[src/rtl/tlb_refill_ctrl.sv]
// rtl/tlb_refill_ctrl.sv - TLB miss refill FSM: PTW request, victim choice, TLB write, PLRU touch.
// Optional build macro TLB_REFILL_INVALID_FIRST_EN: prefer the lowest invalid slot as victim.
module tlb_refill_ctrl #(
  parameter int ENTRIES = 8,
  parameter int VPN_W   = 27,
  parameter int DATA_W  = 64,
  localparam int IDX_W  = $clog2(ENTRIES)
) (
  input  logic              clk_i,
  input  logic              rstn_i,
  input  logic              miss_valid_i,
  output logic              miss_ready_o,
  input  logic [VPN_W-1:0]  miss_vpn_i,
  output logic              ptw_req_valid_o,
  input  logic              ptw_req_ready_i,
  output logic [VPN_W-1:0]  ptw_req_vpn_o,
  input  logic              ptw_resp_valid_i,
  input  logic              ptw_resp_error_i,
  input  logic [DATA_W-1:0] ptw_resp_data_i,
  input  logic [ENTRIES-1:0] valid_vec_i,
  input  logic [IDX_W-1:0]  plru_idx_i,
  input  logic              flush_i,
  output logic              wr_en_o,
  output logic [IDX_W-1:0]  wr_idx_o,
  output logic [VPN_W-1:0]  wr_vpn_o,
  output logic [DATA_W-1:0] wr_data_o,
  output logic              touch_o,
  output logic [IDX_W-1:0]  touch_idx_o,
  output logic              done_o,
  output logic              done_error_o
);

  typedef enum logic [1:0] {S_IDLE, S_REQ, S_WAIT, S_WRITE} state_e;

  state_e             state_q, state_d;
  logic [VPN_W-1:0]   vpn_q, vpn_d;
  logic [DATA_W-1:0]  data_q, data_d;
  logic [IDX_W-1:0]   victim_q, victim_d;
  logic               drop_q, drop_d;
  logic               err_q, err_d;
  logic [IDX_W-1:0]   victim_sel;

`ifdef TLB_REFILL_INVALID_FIRST_EN
  // Scan downwards so the lowest-index free slot wins.
  always_comb begin
    victim_sel = plru_idx_i;
    for (int i = ENTRIES - 1; i >= 0; i--) begin
      if (!valid_vec_i[i]) victim_sel = IDX_W'(i);
    end
  end
`else
  logic unused_valid;
  assign unused_valid = ^valid_vec_i;
  assign victim_sel   = plru_idx_i;
`endif

  always_comb begin
    state_d  = state_q;
    vpn_d    = vpn_q;
    data_d   = data_q;
    victim_d = victim_q;
    drop_d   = drop_q;
    err_d    = 1'b0;
    case (state_q)
      S_IDLE: begin
        drop_d = 1'b0;
        if (miss_valid_i && !flush_i) begin
          vpn_d   = miss_vpn_i;
          state_d = S_REQ;
        end
      end
      S_REQ: begin
        if (flush_i) drop_d = 1'b1;
        if (ptw_req_ready_i) state_d = S_WAIT;
      end
      S_WAIT: begin
        if (ptw_resp_valid_i) begin
          state_d = S_IDLE;
          drop_d  = 1'b0;
          // A flushed refill still has to swallow its response.
          if (!drop_q && !flush_i) begin
            if (ptw_resp_error_i) begin
              err_d = 1'b1;
            end else begin
              data_d   = ptw_resp_data_i;
              victim_d = victim_sel;
              state_d  = S_WRITE;
            end
          end
        end else if (flush_i) begin
          drop_d = 1'b1;
        end
      end
      S_WRITE: begin
        state_d = S_IDLE;
        drop_d  = 1'b0;
      end
      default: state_d = S_IDLE;
    endcase
  end

  always_ff @(posedge clk_i or negedge rstn_i) begin
    if (!rstn_i) begin
      state_q  <= S_IDLE;
      vpn_q    <= '0;
      data_q   <= '0;
      victim_q <= '0;
      drop_q   <= 1'b0;
      err_q    <= 1'b0;
    end else begin
      state_q  <= state_d;
      vpn_q    <= vpn_d;
      data_q   <= data_d;
      victim_q <= victim_d;
      drop_q   <= drop_d;
      err_q    <= err_d;
    end
  end

  // rstn_i gating keeps every output low while reset is held.
  assign miss_ready_o    = rstn_i && (state_q == S_IDLE) && !flush_i;
  assign ptw_req_valid_o = (state_q == S_REQ);
  assign ptw_req_vpn_o   = vpn_q;
  assign wr_en_o         = (state_q == S_WRITE) && !flush_i;
  assign touch_o         = wr_en_o;
  assign wr_idx_o        = victim_q;
  assign touch_idx_o     = victim_q;
  assign wr_vpn_o        = vpn_q;
  assign wr_data_o       = data_q;
  assign done_o          = wr_en_o || err_q;
  assign done_error_o    = err_q;

endmodule
[config.mk]
export PLATFORM = sky130hd
export DESIGN_NAME = tlb_refill_ctrl
export DESIGN_NICKNAME = d
export VERILOG_FILES = /design/src/rtl/tlb_refill_ctrl.sv
export SDC_FILE = /design/constraint.sdc
export NUM_CORES = 1
export LEC_CHECK = 0
export BUFFER_PORTS_ARGS = -buffer_cell sky130_fd_sc_hd__buf_2
export CAP_MARGIN = 20
export CORE_UTILIZATION = 47
export DETAILED_ROUTE_END_ITERATION = 6
export HOLD_SLACK_MARGIN = 0.06
export PLACE_DENSITY_LB_ADDON = 0.3
export SLEW_MARGIN = 25
export SYNTH_ARGS = -nofsm -noshare
export SYNTH_HDL_FRONTEND = slang
export SYNTH_SLANG_ARGS = --single-unit
[constraint.sdc]
create_clock -name clk_i -period 4.3 [get_ports clk_i]
set_clock_uncertainty 0.2 [all_clocks]
set_input_delay 0.43 -clock clk_i [delete_from_list [all_inputs] [get_ports clk_i]]
set_output_delay 0.43 -clock clk_i [all_outputs]
set_load 0.01 [all_outputs]
==> flow_summary.ini <==
[grt]
grt_antenna_before_repair = 0
grt_start_max_net_pins = 69
grt-ovfl-total = 0
track_usage_pct = 19.9
grt_pass1_wl_um = 13400
grt_pass1_vias = 2715

[floorplanning]
coreArea_um2 = 8260
start_util_pct = 48.7
rows = 33
ios = 239
die_area_um2 = 8940
die-height_um = 94.5
die_w_um = 94.5

[sta]
clock.fmax_ghz = 0.417
period_share_pct = 55.7
drv_slew = 0
worst_slew_pin_slew_ps = 738
max_slew_margin_pct = 50.8
setup_tns_ps = 0
finalHoldViolCount = 0
rsz0062_at_grt = no
setup-violations-final = 0
final.min_clock_period_ps = 2400
worst_slack_ps = 1900

[setup_path]
crit_type = in -> out
worstPathMaxFanout = 40
critPathMaxStageDelay_ps = 550
rr_endpoint = wr_data_o[45]$_DFFE_PN0P_
cp-end-kind = output port
slowest_stage = dlygate4sd3_1
rrSetupSlack_ps = 2030
reg2reg_depth = 4
worstPathCellList = dlygate4sd3_1, buf_4, and2_1, buf_2
start_kind = primary input
required_ps = 3670
reg2reg_from = state_q[0]$_DFFE_PN0P_
arrival_ps = 1770

[logic_synthesis]
synthSimpleGateAreaFrac_pct = 2.58
yosys.area.top_type_share_pct = 60.9
synth-main-ff-cell = dfrtp_1
synth_xor_area_share_pct = 0
synth_edf_count = 0
yosysTopAreaCell = dfrtp_1
synth_top_family_by_area = multiplexers
netlist_top_cells_area = dfrtp_1, mux2_2, mux2_4, buf_4, buf_2
syn_nets = 362
synth_common_cells = dfrtp_1, mux2_2, buf_4
async_flop_share_pct = 100
synth_warnings = 0
yosysSeqAreaShare_pct = 60.9
synth_cell_types = 22
synth_compound_area_share_pct = 0.839
ys_ff_latch = 98
synthMuxAreaShare_pct = 28.1
synth_area_per_cell_um2 = 15.9
yosysMostFrequentCell = dfrtp_1
postSynthCellCount = 253
syn_area_um2 = 4030
synth_fa_ha_area_share_pct = 0

[routing]
drt-total-wl_um = 8930
drt-initial-drc-count = 59
antenna_left = 0
drc_errors = 0
via_per_inst = 4.79
vias = 2705
wl_per_cell_um = 15.8
first_pass_iters = 3

[cts]
h-tree-depth = 3
cts_buffer_depth = 2
cts.sinks = 98
cts_buffers = 9
cts_tree = done
insertion_delay_ps = 350
postCtsSetupRepairBufs = 0
cts-root-buf = clkbuf_8
clk_pin_slew_ps = 100

[min_path]
holdCritPathClass = in -> reg
min_from = miss_vpn_i[6]
hold_path_depth = 2
whs_endpoint = ptw_req_vpn_o[6]$_DFFE_PN0P_

[place]
port_buffers = 230
dp_hpwl_um = 6660
dp_slack_ps = 1570
gp_congestion = 0.756

[status]
outcome = finished clean

[layout]
areaGrowthSynthToFinish_pct = 30.9
final_net_count = 564
drive_gt1_share_pct = 75.2
final_util_pct = 63.8
diodes = 0
fill_cells = 667

[power_and_ir_drop]
p_leak_nw = 2.95
power_density_nw_per_um2 = 734
power_mw = 3.87
ir_worst_vdd_uv = 342

[job]
cap_violations = 0
[final cells by class]
| type | instances | area (µm²) | area share (%) |
|---|---|---|---|
| repair buffers | 233 | 1200 | 22.7 |
| well taps | 105 | 131 | 2.49 |
| clock inverters | 6 | 71.3 | 1.35 |
| flip-flops and latches | 98 | 2450 | 46.5 |
| multi-input cells | 113 | 1280 | 24.2 |
| clock buffers | 10 | 138 | 2.61 |
[worst max-delay path by stage]
stage / start / endpoint / cells after the start
global placement: flush_i / wr_data_o[41]$_DFFE_PN0P_ / 4
global route: rstn_i / miss_ready_o / 4
finish: rstn_i / miss_ready_o / 4
CTS: state_q[0]$_DFFE_PN0P_ / wr_data_o[53]$_DFFE_PN0P_ / 3
detailed placement: flush_i / wr_data_o[16]$_DFFE_PN0P_ / 4
floorplan: state_q[1]$_DFFE_PN0P_ / ptw_req_vpn_o[10]$_DFFE_PN0P_ / 6
[critical path: cells and delay by family]
family,cells,cell delay [ps]
AND/OR/NAND/NOR,1,200
buffers and inverters,3,1110
[stage by stage]
step	hold WS, ps	instances	cell area, µm²
after floorplan	-65.6	253	4030
after global routing	72.3	565	5270
final	95.7	565	5270
after CTS	70.8	564	5240
after detailed placement	232	547	5020
after global placement	224	547	5020
[power breakdown]
part           internal (mW)  leakage [nW]  switching (mW)
logic                  0.855          1.61           0.741
clock network          0.291        0.0999           0.329
registers               1.38          1.24           0.276
[cells by family (layout without fill, tap and decap cells)]
family	after synthesis	count (layout)
DFF	98	98
and+or+nand+nor	14	14
muxes	94	94
buffers and inverters	42	249
AOI/OAI and AO/OA	5	5
[cells in the final DEF, fill, tap and decap left out, drive strengths merged]
cell type    Yosys  layout
nor2b            2       2
or2              1       1
and2             2       2
a21oi            1       1
clkbuf           1      10
o22a             1       1
and3             1       1
nor4b            1       1
nor2             1       1
clkinvlp         0       2
nand2            2       2
nand3b           2       2
nor3             1       1
bufinv           0       1
dfrtp           98      98
o31ai            2       2
o21ai            1       1
inv              0       3
mux2            94      94
nor3b            1       1
dlygate4sd3      0       1
buf             41     232
[per-layer routing]
layer | GRT usage (%) | up-vias | part of all wire (%)
li1 | - | 1246 | -
met1 | 22.6 | 1304 | 38
met2 | 34.0 | 143 | 51
met3 | 6.20 | 12 | 9.3
met4 | 9.34 | 0 | 1.8
met5 | 0 | - | 0
[state kept, by name, indices dropped and copies added (netlist names)]
name	count
touch_idx_o	3
state_q	2
ptw_req_vpn_o	27
drop_q	1
wr_data_o	64
done_error_o	1
[repair_timing]
item / CTS / global route
hold buffers: 1 / 0
hold endpoints to repair: 38 / 0
resized for setup: 0 / 0
Power figures use the tool's default switching activity.
